`config.mk`:
```
export PLATFORM = sky130hd
export DESIGN_NAME = alu_bist_ctrl
export DESIGN_NICKNAME = d
export VERILOG_FILES = /design/src/rtl/alu_bist_ctrl.sv
export SDC_FILE = /design/constraint.sdc
export NUM_CORES = 1
export LEC_CHECK = 0
export BUFFER_PORTS_ARGS = -buffer_cell sky130_fd_sc_hd__buf_2
export CAP_MARGIN = 20
export CORE_MARGIN = 2
export CORE_UTILIZATION = 59
export CTS_CLUSTER_SIZE = 25
export DETAILED_ROUTE_END_ITERATION = 6
export PLACE_DENSITY = 0.94
export SETUP_SLACK_MARGIN = 0.4
export SLEW_MARGIN = 10
export SYNTH_ARGS = -nofsm -noshare
export SYNTH_HDL_FRONTEND = slang
export SYNTH_SLANG_ARGS = --single-unit
```
`constraint.sdc`:
```
create_clock -name clk -period 5.16 [get_ports clk]
set_input_delay 1.032 -clock clk [delete_from_list [all_inputs] [get_ports clk]]
set_output_delay 1.032 -clock clk [all_outputs]
set_load 0.05 [all_outputs]
```
`src/rtl/alu_bist_ctrl.sv`:
```
// Built-in self-test sequencer for an 8-bit ALU: LFSR operand pairs, full opcode
// sweep per pair, MISR compaction of result and zero flag, golden-signature verdict.
module alu_bist_ctrl #(
  parameter int unsigned PATTERNS   = 256,
  parameter logic [15:0] GOLDEN_SIG = 16'h0000,
  parameter logic [15:0] LFSR_SEED  = 16'hACE1
) (
  input  logic        clk,
  input  logic        rst,
  input  logic        start,
  input  logic        abort,
  output logic [7:0]  alu_a,
  output logic [7:0]  alu_b,
  output logic [2:0]  alu_sel,
  input  logic [7:0]  alu_result,
  input  logic        alu_zero,
  output logic        busy,
  output logic        done,
  output logic        pass,
  output logic        zero_err,
  output logic [15:0] signature
);

  localparam logic [15:0] LAST_PAT  = 16'(PATTERNS - 1);
  localparam logic [15:0] MISR_INIT = 16'hFFFF;
  localparam logic [15:0] MISR_POLY = 16'h1021;
  localparam logic [2:0]  OP_NOP    = 3'b111;

  typedef enum logic [1:0] {IDLE, RUN, CHECK, DONE} state_t;

  state_t      state_q, state_d;
  logic        start_q;
  logic [15:0] lfsr_q, lfsr_d;
  logic [15:0] misr_q, misr_d;
  logic [2:0]  opcnt_q, opcnt_d;
  logic [15:0] patcnt_q, patcnt_d;
  logic        pass_q, pass_d;
  logic        zero_err_q, zero_err_d;

  logic [15:0] lfsr_step;
  logic [15:0] misr_step;
  logic        zero_bad;

  assign lfsr_step = {lfsr_q[14:0], lfsr_q[15] ^ lfsr_q[13] ^ lfsr_q[12] ^ lfsr_q[10]};
  assign misr_step = {misr_q[14:0], 1'b0} ^ (misr_q[15] ? MISR_POLY : 16'h0000)
                   ^ {7'b0, alu_zero, alu_result};
  assign zero_bad  = alu_zero != (alu_result == 8'h00);

  // NOTE: all state uses <= so every flop samples pre-edge values; the reset is
  // synchronous and therefore lives inside the clocked branch.
  always_ff @(posedge clk) begin
    if (rst) begin
      state_q    <= IDLE;
      start_q    <= 1'b0;
      lfsr_q     <= LFSR_SEED;
      misr_q     <= MISR_INIT;
      opcnt_q    <= 3'd0;
      patcnt_q   <= 16'd0;
      pass_q     <= 1'b0;
      zero_err_q <= 1'b0;
    end else begin
      state_q    <= state_d;
      start_q    <= start;
      lfsr_q     <= lfsr_d;
      misr_q     <= misr_d;
      opcnt_q    <= opcnt_d;
      patcnt_q   <= patcnt_d;
      pass_q     <= pass_d;
      zero_err_q <= zero_err_d;
    end
  end

  // The start request is captured in a flop and launches the run one cycle later,
  // giving done exactly 8*PATTERNS+2 edges after start is sampled.
  // NOTE: every signal written here gets a default first, so no path infers a latch.
  always_comb begin
    state_d    = state_q;
    lfsr_d     = lfsr_q;
    misr_d     = misr_q;
    opcnt_d    = opcnt_q;
    patcnt_d   = patcnt_q;
    pass_d     = pass_q;
    zero_err_d = zero_err_q;
    case (state_q)
      IDLE, DONE: begin
        if (start_q) begin
          state_d    = RUN;
          lfsr_d     = LFSR_SEED;
          misr_d     = MISR_INIT;
          opcnt_d    = 3'd0;
          patcnt_d   = 16'd0;
          pass_d     = 1'b0;
          zero_err_d = 1'b0;
        end
      end
      RUN: begin
        if (abort) begin
          state_d = IDLE;
          pass_d  = 1'b0;
        end else begin
          misr_d  = misr_step;
          opcnt_d = opcnt_q + 3'd1;
          if (zero_bad) zero_err_d = 1'b1;
          if (opcnt_q == 3'd7) begin
            lfsr_d   = lfsr_step;
            patcnt_d = patcnt_q + 16'd1;
            if (patcnt_q == LAST_PAT) state_d = CHECK;
          end
        end
      end
      CHECK: begin
        if (abort) begin
          state_d = IDLE;
          pass_d  = 1'b0;
        end else begin
          pass_d  = (misr_q == GOLDEN_SIG) && !zero_err_q;
          state_d = DONE;
        end
      end
      default: state_d = IDLE;
    endcase
  end

  // Stimulus is driven only in RUN; everywhere else the ALU sees a NOP.
  always_comb begin
    alu_a   = 8'h00;
    alu_b   = 8'h00;
    alu_sel = OP_NOP;
    if (state_q == RUN) begin
      alu_a   = lfsr_q[15:8];
      alu_b   = lfsr_q[7:0];
      alu_sel = opcnt_q;
    end
  end

  assign busy      = (state_q == RUN) || (state_q == CHECK);
  assign done      = (state_q == DONE);
  assign pass      = pass_q;
  assign zero_err  = zero_err_q;
  assign signature = misr_q;

endmodule

```
==> reports/qor.csv, run 1 <==
stage,metric,value,unit
placed_design,hpwl dp,4.31,mm
yosys,Synth Cell Area,2790,um2
setup_path,CP Capture Type,output pin,
clock_tree,cts hold-fix bufs,0,
route,DRC,0,
route,drt wl/cell,15.0,um
status,outcome,"finished, final reports clean",
global_routing,vias in the first global route,2280,
yosys,Cells after Synth,348,
clock_tree,total CTS buffers,5,
route,1st-pass router iterations,5,
global_routing,first-pass GRT wire length,10.4,mm
placed_design,Final GP Congestion,0.824,
clock_tree,"CTS clk-pin slew, worst paths",0.10,ns
final_layout,final std cells w/o fill,432,
yosys,main flop type after synthesis,dfxtp_1,
final_layout,Register Area,1120,um2
yosys,post-synthesis average cell area,8.02,um2
clock_tree,clock tree buffer depth,2,
clock_tree,CTS root buffer,clkbuf_8,
route,ANT nets after route,0,
clock_tree,CTS tree,yes,
die,number of top-level pins,52,
yosys,Ys Warns,0,
sta,Slew Limit Fails,0,
setup_path,CP Data Required Time,4.13,ns
sta,clk_skew,0.00935,ns
placed_design,IO Port Bufs,51,
die,Core Rows,25,
final_layout,Area Overhead vs Synth,12.5,%
sta,final hold violation count,0,
final_layout,share of cells above drive strength 1,17.7,%
final_layout,most frequent cells in the layout,"dfxtp_1 (56), buf_2 (51), nand2_1 (34)",
setup_path,critical path arrival,1.75,ns
clock_tree,Clock Sink Count,56,
die,Die ar.,5300,um2
die,Initial Util,60.3,%
global_routing,largest net degree at the start of global routing,37,
placed_design,Place WS,2.55,ns
final_layout,number of nets in the layout,396,
route,detailed-route vias per instance,6.10,
final_layout,post-route cell area,3140,um2
setup_path,crit path kind,flip-flop to output pin,
hold_path,Hold Crit Class,flip-flop to flip-flop,
global_routing,initial antenna violation count,0,
final_layout,ant diodes,0,
die,total core area,4630,um2
route,DRT iter0 DRCs,262,
sta,final critical-path share of the clock period,53.9,%
route,Via Count,2636,
yosys,Post-synth EDFFs,0,
route,drt total wl,6.50,mm
final_layout,Multi-input gate area,1490,um2
setup_path,"Max FO, Critical Path",36,
global_routing,gr usage total,24.5,%
clock_tree,H-tree lvl count,2,
sta,final hold slack,0.454,ns
setup_path,CP Launch Type,flip-flop,
die,DIE WIDTH,72.8,um
sta,unrepaired setup endpoints after global routing,no,
pwr,pwr/cell area,337,nW/um2
final_layout,post-layout util,67.8,%
global_routing,gr ovfl total,0,
pwr,overall power,1.06,mW
sta,PnR worst setup slack,2.38,ns
sta,fin crit period,2.78,ns
clock_tree,postcts setup bufs,0,
yosys,Yosys cell types,48,
sta,fmax,0.359,GHz
pwr,VDD IR max,0.303,mV
clock_tree,clk_lat worst skew,0.31,ns
sta,Setup TNS Final,0,ns
pwr,Leak,1.16,nW
final_layout,fill count,340,
yosys,Mapped Nets,367,
run,Max-Cap Viols,0,
yosys,asr flop ratio synth,0,%
sta,Slew @ Worst Pin,0.823,ns
yosys,"FF+latch count, synth",56,
placed_design,Inst Count DP,424,
final_layout,"most common cell after layout, fill and taps aside",dfxtp_1,
placed_design,Post-DP Area,2980,um2
sta,Slew headroom,45.1,%
sta,setup violators final,0,
clock_tree,post-CTS sizing,0,
die,Die Height,72.8,um
yosys,register area share after synthesis,40.1,%
[per-layer routing]
layer	track usage, %	wire (um)	up-vias	share of wire (%)
li1	-	-	1278	-
met1	32.5	2880	1244	44
met2	40.7	3190	103	49
met3	4.56	334	11	5.1
met4	7.00	94	0	1.4
met5	0	0	-	0
[state kept, by name, summed over array words and instances (netlist names)]
name       count
signature     16
start_q        1
zero_err       1
state_q        2
patcnt_q      16
lfsr_q        16
opcnt_q        3
pass           1
[layout make-up]
| type | instances | area share, % |
|---|---|---|
| multi-input cells | 252 | 47.4 |
| clock buffers | 5 | 2.19 |
| well taps | 54 | 2.15 |
| clock inverters | 3 | 2.87 |
| repair buffers | 53 | 8.61 |
| inverters | 9 | 1.08 |
| flip-flops and latches | 56 | 35.7 |
[cell usage after synthesis, types with 2 or more instances]
master | number | area (um2)
buf_4 | 8 | 60.1
or4_1 | 5 | 37.5
nand3_1 | 11 | 55.1
or3_1 | 4 | 25.0
a21oi_1 | 25 | 125
buf_2 | 2 | 10.0
nand2b_1 | 5 | 31.3
nor2_1 | 31 | 116
a211oi_1 | 4 | 30.0
o31ai_1 | 4 | 30.0
a21o_1 | 2 | 15.0
or4b_1 | 2 | 20.0
xnor2_1 | 5 | 43.8
and2_1 | 16 | 100
clkbuf_1 | 19 | 71.3
o21ai_0 | 25 | 125
buf_1 | 2 | 7.51
xor2_1 | 13 | 114
nand4_1 | 4 | 25.0
mux2i_1 | 2 | 20.0
dfxtp_1 | 56 | 1120
o41ai_1 | 3 | 26.3
nor3_1 | 21 | 105
and4_1 | 2 | 17.5
nand2_1 | 34 | 128
a211o_1 | 2 | 17.5
nor4_1 | 7 | 43.8
inv_1 | 8 | 30.0
nor2b_1 | 2 | 12.5
ha_1 | 6 | 75.1
[worst paths after layout]
check | start | end | slack, ns | cells past startpoint
setup / recovery | state_q[1] | alu_a[5] | 2.38 | 5
setup reg to reg | state_q[1] | signature[5] | 2.62 | 7
hold / removal | lfsr_q[2] | lfsr_q[2] | 0.45 | 2
hold reg to reg | lfsr_q[2] | lfsr_q[2] | 0.45 | 2
[worst max-delay path: stages (launching register included)]
cell	delay, ns
dfxtp_1	0.37
inv_1	0.07
ha_1	0.14
buf_4	0.31
and2_1	0.25
buf_2	0.29
[kinds of logic after synthesis]
family	share of synthesized area, %
buffers and inverters	6.54
adders and majority gates	2.69
AOI/OAI and AO/OA	16.2
xor gates and xnor gates	5.65
and+or+nand+nor	28.1
muxes	0.717
DFF	40.1
[power by group]
group          internal [mW]  switching, mW
sequential             0.444         0.0112
combinational         0.0512          0.165
clock                  0.243          0.145
total                  0.738          0.321
No activity file was read; power rests on OpenSTA's default activity.
==> run 2, diff against run 1 <==
--- a/config.mk
+++ b/config.mk
@@ -8,10 +8,10 @@
 export BUFFER_PORTS_ARGS = -buffer_cell sky130_fd_sc_hd__buf_2
 export CAP_MARGIN = 20
 export CORE_MARGIN = 2
-export CORE_UTILIZATION = 59
+export CORE_UTILIZATION = 55
 export CTS_CLUSTER_SIZE = 25
 export DETAILED_ROUTE_END_ITERATION = 6
-export PLACE_DENSITY = 0.94
+export PLACE_DENSITY = 0.89
 export SETUP_SLACK_MARGIN = 0.4
 export SLEW_MARGIN = 10
 export SYNTH_ARGS = -nofsm -noshare
==> constraint.sdc (replaced) <==
create_clock -name clk -period 2.6 [get_ports clk]
set_input_delay 0.52 -clock clk [delete_from_list [all_inputs] [get_ports clk]]
set_output_delay 0.52 -clock clk [all_outputs]
set_load 0.05 [all_outputs]
==> run 2 against run 1 <==
Final area is 2.5% higher. Global-route usage is 0.76 points lower. Core utilization is 1.0 points lower. Sequential cell count stayed put. Critical endpoint unchanged.
==> reports/qor.csv, run 2 (synthesis gave the netlist of run 1 again) <==
stage,metric,value,unit,change
status,outcome,"finished, final reports clean",,
final_layout,number of nets in the layout,402,,+1.5%
final_layout,fill count,389,,+14%
clock_tree,clk_lat worst skew,0.32,ns,about the same
route,DRC,0,,unchanged
pwr,Clk pwr share,30.2,%,-6.4 points
clock_tree,clock tree buffer depth,2,,unchanged
clock_tree,cts hold-fix bufs,0,,unchanged
sta,PnR worst setup slack,0.449,ns,-1.93 ns
global_routing,vias in the first global route,2290,,+0.44%
clock_tree,postcts setup bufs,0,,unchanged
final_layout,most frequent cells in the layout,"dfxtp_1 (55), buf_2 (35), nand2_1 (34)",,
placed_design,Final GP Congestion,0.845,,+2.5%
sta,fin crit period,2.15,ns,
route,Via Count,2562,,-2.8%
die,Die Height,75.3,um,+3.4%
sta,Slew headroom,56.8,%,+12 points
sta,fmax,0.465,GHz,
final_layout,post-layout util,66.8,%,-1.0 points
clock_tree,H-tree lvl count,2,,unchanged
clock_tree,"CTS clk-pin slew, worst paths",0.11,ns,about the same
route,drt total wl,6.29,mm,-3.2%
placed_design,Place WS,0.432,ns,-2.12 ns
final_layout,ant diodes,0,,unchanged
setup_path,CP Launch Type,flip-flop,,
hold_path,Hold Crit Class,input pin to flip-flop,,
placed_design,Post-DP Area,3040,um2,+2.1%
final_layout,Area Overhead vs Synth,15.3,%,
run,Max-Cap Viols,0,,unchanged
final_layout,post-route cell area,3220,um2,+2.5%
pwr,Sw Ratio,33.2,%,+2.9 points
placed_design,hpwl dp,4.36,mm,+1.3%
clock_tree,CTS tree,yes,,
global_routing,gr ovfl total,0,,unchanged
clock_tree,Clock Sink Count,56,,unchanged
placed_design,IO Port Bufs,51,,unchanged
setup_path,CP Capture Type,output pin,,
sta,clk_skew,0.0119,ns,+0.00250 ns
pwr,Leak,1.17,nW,+0.44%
die,number of top-level pins,52,,unchanged
pwr,pwr/cell area,606,nW/um2,+80%
die,Die ar.,5660,um2,+6.9%
sta,Slew Limit Fails,0,,unchanged
pwr,VDD IR max,0.426,mV,+41%
pwr,P_sw,0.648,mW,+100%
die,DIE WIDTH,75.3,um,+3.4%
final_layout,"most common cell after layout, fill and taps aside",dfxtp_1,,
route,drt wl/cell,13.9,um,-7.3%
final_layout,share of cells above drive strength 1,20.1,%,+2.3 points
sta,final critical-path share of the clock period,82.7,%,
pwr,combinational power share,23.5,%,+3.1 points
setup_path,CP Data Required Time,2.08,ns,-2.05 ns
clock_tree,CTS root buffer,clkbuf_8,,
die,Core Rows,25,,unchanged
clock_tree,total CTS buffers,5,,unchanged
global_routing,largest net degree at the start of global routing,32,,-14%
route,ANT nets after route,0,,unchanged
global_routing,gr usage total,23.7,%,-0.76 points
pwr,internal power,1.30,mW,+77%
sta,final hold violation count,0,,unchanged
die,total core area,4820,um2,+4.1%
pwr,overall power,1.95,mW,+84%
route,1st-pass router iterations,4,,-1
setup_path,crit path kind,flip-flop to output pin,,
sta,Slew @ Worst Pin,0.647,ns,-0.176 ns
global_routing,first-pass GRT wire length,10.5,mm,+0.80%
sta,Setup TNS Final,0,ns,unchanged
global_routing,initial antenna violation count,0,,unchanged
sta,unrepaired setup endpoints after global routing,yes,,
die,Initial Util,58.0,%,-2.4 points
pwr,Reg power frac,46.3,%,+3.3 points
setup_path,"Max FO, Critical Path",31,,-14%
setup_path,critical path arrival,1.63,ns,-0.12 ns
route,detailed-route vias per instance,5.68,,-6.9%
sta,setup violators final,0,,unchanged
route,DRT iter0 DRCs,149,,-43%
run 2: worst max-delay path, cell delays in order, from the launching register on:
cell,delay [ns]
dfxtp_1,0.37
inv_1,0.07
ha_2,0.24
buf_8,0.22
and2_1,0.20
buf_4,0.21
run 2: timing repair:
item / 4_1_cts / 5_1_grt
gates cloned: 0 / 0
setup endpoints to repair: 20 / 26
resized for setup: 13 / 10
run 2: worst paths after layout:
path	start	to	slack (ns)	cells after the start
worst max-delay path	state_q[1]	alu_a[5]	0.45	5
worst min-delay path	start	start_q	0.41	2
worst max register to register	state_q[0]	patcnt_q[14]	0.46	7
worst min register to register	lfsr_q[1]	lfsr_q[1]	0.45	2
run 2: final cells by class:
cell class	instances	area [um2]	share of cell area, %
Clock buffer	5	68.8	2.14
Inverter	9	33.8	1.05
Multi-Input combinational cell	252	1500	46.6
Clock inverter	3	46.3	1.44
Tap cell	67	83.8	2.60
Timing Repair Buffer	59	363	11.3
Sequential cell	56	1120	34.9
run 2: metrics by stage:
step,hold WS (ns),instances
2_1_floorplan,0.432,348
3_3_place_gp,0.437,443
3_5_place_dp,0.443,443
4_1_cts,0.408,451
5_1_grt,0.434,451
6_report,0.406,451
run 2: routing by layer:
layer,share of wire (%),vias up,GRT usage (%)
li1,-,1284,-
met1,45,1203,31.3
met2,49,66,38.5
met3,4.8,9,4.69
met4,1.1,0,8.97
met5,0,-,0
run 2: power groups by stage:
stage	combinational [mW]	clock, mW	sequential [mW]
3_5_place_dp	0.436	0	0.922
2_1_floorplan	0.315	0	0.949
4_1_cts	0.451	0.596	0.903
6_report	0.459	0.589	0.904
5_1_grt	0.489	0.633	0.907
3_3_place_gp	0.434	0	0.921
==> run 3, diff against run 2 <==
==> constraint.sdc (replaced) <==
create_clock -name clk -period 2.1 [get_ports clk]
set_input_delay 0.42 -clock clk [delete_from_list [all_inputs] [get_ports clk]]
set_output_delay 0.42 -clock clk [all_outputs]
set_load 0.05 [all_outputs]
==> run 3 against run 2 <==
Wire length grew 84%. Sequential cell count is the same. First-iteration DRC count rose to 3.4 times the previous value. Critical path depth rose by 2. Largest power group unchanged.
==> reports/qor.csv, run 3 (synthesis gave the netlist of run 1 again) <==
stage,metric,value,unit,change
hold_path,Worst Hold Depth,2,,unchanged
die,DIE WIDTH,75.3,um,unchanged
clock_tree,clock tree buffer depth,2,,unchanged
clock_tree,total CTS buffers,5,,unchanged
final_layout,share of cells above drive strength 1,47.4,%,+27 points
placed_design,hpwl dp,4.53,mm,+3.8%
clock_tree,Clock Sink Count,56,,unchanged
global_routing,gr usage total,36.2,%,+12 points
pwr,Clk pwr share,24.6,%,-5.6 points
setup_path,slowest library cell on the worst path,a2111oi_4,,
die,Die ar.,5660,um2,unchanged
clock_tree,clk_lat worst skew,0.33,ns,about the same
sta,final critical-path share of the clock period,96.9,%,
setup_path,CP Launch Type,flip-flop,,
final_layout,"most common cell after layout, fill and taps aside",dfxtp_1,,
pwr,VDD IR max,0.548,mV,+29%
setup_path,crit path kind,flip-flop to flip-flop,,
sta,final hold slack,0.300,ns,-0.107 ns
setup_path,Worst Path Buf+Inv,1,,-2
global_routing,gr ovfl total,0,,unchanged
pwr,Reg power frac,38.9,%,-7.4 points
final_layout,ant diodes,0,,unchanged
setup_path,Reg2Reg Launch Point,opcnt_q[0],,
route,1st-pass router iterations,6,,+2
die,number of top-level pins,52,,unchanged
pwr,P_sw,1.06,mW,+63%
setup_path,reg-to-reg endpoint,patcnt_q[5],,
sta,Slew Limit Fails,0,,unchanged
sta,setup violators final,0,,unchanged
die,total core area,4820,um2,unchanged
setup_path,"Max FO, Critical Path",8,,-74%
clock_tree,"CTS clk-pin slew, worst paths",0.11,ns,about the same
hold_path,Hold Crit Class,input pin to flip-flop,,
setup_path,Crit path largest cell delay,0.58,ns,+0.21 ns
setup_path,CP cell instances,ha_4 > ha_4 > nand2b_2 > a2111oi_4 > buf_4 > xnor2_1 > nor2_1,,
route,DRC,0,,unchanged
status,outcome,"finished, final reports clean",,
final_layout,Register Area,1130,um2,+0.78%
placed_design,Post-DP Area,3180,um2,+4.5%
pwr,combinational power share,36.5,%,+13 points
global_routing,vias in the first global route,3008,,+31%
setup_path,CP Capture Type,flip-flop,,
final_layout,number of nets in the layout,446,,+11%
sta,unrepaired setup endpoints after global routing,yes,,
die,Core Rows,25,,unchanged
route,drt wl/cell,23.3,um,+67%
setup_path,CP Data Required Time,2.33,ns,+0.25 ns
run,Max-Cap Viols,0,,unchanged
clock_tree,H-tree lvl count,2,,unchanged
sta,final hold violation count,0,,unchanged
pwr,pwr/cell area,679,nW/um2,+12%
setup_path,R2R Setup Slk,0.07,ns,-0.39 ns
global_routing,initial antenna violation count,0,,unchanged
global_routing,first-pass GRT wire length,15.2,mm,+45%
hold_path,Worst Hold End,start_q,,
final_layout,post-route cell area,4300,um2,+33%
sta,fin crit period,2.03,ns,
hold_path,Hold Path Origin,start,,
clock_tree,cts hold-fix bufs,0,,unchanged
clock_tree,CTS root buffer,clkbuf_8,,
setup_path,FF-to-FF path depth,7,,unchanged
setup_path,Worst path top cell family by delay,compound AO/OA/AOI/OAI gates,,
setup_path,critical path arrival,2.26,ns,+0.63 ns
final_layout,fill count,203,,-48%
sta,fmax,0.492,GHz,
sta,clk_skew,0.00732,ns,-0.00453 ns
final_layout,Multi-input gate area,1960,um2,+30%
placed_design,IO Port Bufs,51,,unchanged
sta,Slew headroom,67.9,%,+11 points
die,Initial Util,58.0,%,unchanged
sta,Slew @ Worst Pin,0.481,ns,-0.166 ns
route,Via Count,3350,,+31%
route,DRT iter0 DRCs,508,,+240%
sta,Setup TNS Final,0,ns,unchanged
placed_design,Final GP Congestion,0.878,,+4.0%
final_layout,most frequent cells in the layout,"dfxtp_1 (52), buf_2 (32), buf_4 (32)",,
global_routing,largest net degree at the start of global routing,24,,-25%
die,Die Height,75.3,um,unchanged
route,drt total wl,11.5,mm,+84%
route,ANT nets after route,0,,unchanged
setup_path,"most used cell, CP",ha_4,,
route,detailed-route vias per instance,6.77,,+19%
clock_tree,CTS tree,yes,,
pwr,Sw Ratio,36.2,%,+3.0 points
pwr,Leak,1.59,nW,+36%
pwr,internal power,1.86,mW,+43%
final_layout,Area Overhead vs Synth,53.8,%,
-- run 3: cell types whose count changed in the layout (fill, tap and decap cells not counted), sizes merged --
cell	change
a211o	+1
bufinv	-1
clkbuf	-3
inv	-1
buf	+48
-- run 3: area by class of cell --
type,count,share of cell area (%)
inverters,9,0.932
multi-input cells,253,45.6
clock buffers,7,2.27
clock inverters,1,0.204
flip-flops and latches,56,26.3
repair buffers,102,22.7
well taps,67,1.95
-- run 3: per-stage QoR --
| stage | utilization [%] | instances | setup slack [ns] | power [mW] |
|---|---|---|---|---|
| 2_1_floorplan | - | 348 | 0.299 | 1.63 |
| 3_3_place_gp | 66.0 | 444 | 0.226 | 1.73 |
| 3_5_place_dp | 66.0 | 444 | 0.151 | 1.74 |
| 4_1_cts | 83.1 | 486 | 0.214 | 2.70 |
| 5_1_grt | 89.2 | 495 | 0.0483 | 2.97 |
| 6_report | 89.2 | 495 | 0.0658 | 2.91 |
-- run 3: how the worst max path moves through the flow --
stage	startpoint	endpoint	slack [ns]	depth (start not counted)
2_1_floorplan	state_q[0]	patcnt_q[6]	0.30	7
6_report	opcnt_q[0]	patcnt_q[5]	0.07	7
5_1_grt	opcnt_q[0]	patcnt_q[14]	0.05	6
3_3_place_gp	abort	patcnt_q[10]	0.23	5
4_1_cts	state_q[1]	alu_a[4]	0.21	5
3_5_place_dp	state_q[0]	opcnt_q[2]	0.15	6
-- run 3: what timing repair did --
item                                    CTS  global route
pin swaps                                31            16
cloned                                    8             1
buffers inserted                         26             8
endpoints found under the setup margin   74            75
resized for setup                       129            50
-- run 3: power by group through the flow --
stage          Combinational [mW]  Sequential (mW)  Clock (mW)
6_report                     1.06             1.13       0.718
5_1_grt                      1.09             1.14       0.744
4_1_cts                     0.898             1.12       0.683
3_5_place_dp                0.595             1.14           0
3_3_place_gp                0.583             1.14           0
2_1_floorplan               0.453             1.18           0
-- run 3: layer usage --
layer,GRT usage [%],up-vias,wire [um]
met3,5.89,80,1200
met2,62.4,317,5580
met4,20.3,0,764
met5,0,-,0
li1,-,1379,-
met1,42.7,1574,4000
-- run 3: worst register-to-register path: stages, from the launching register on --
cell and delay (ns):
dfxtp_2 0.45, ha_4 0.19, ha_4 0.14, nand2b_2 0.17, a2111oi_4 0.58, buf_4 0.20
xnor2_1 0.14, nor2_1 0.07
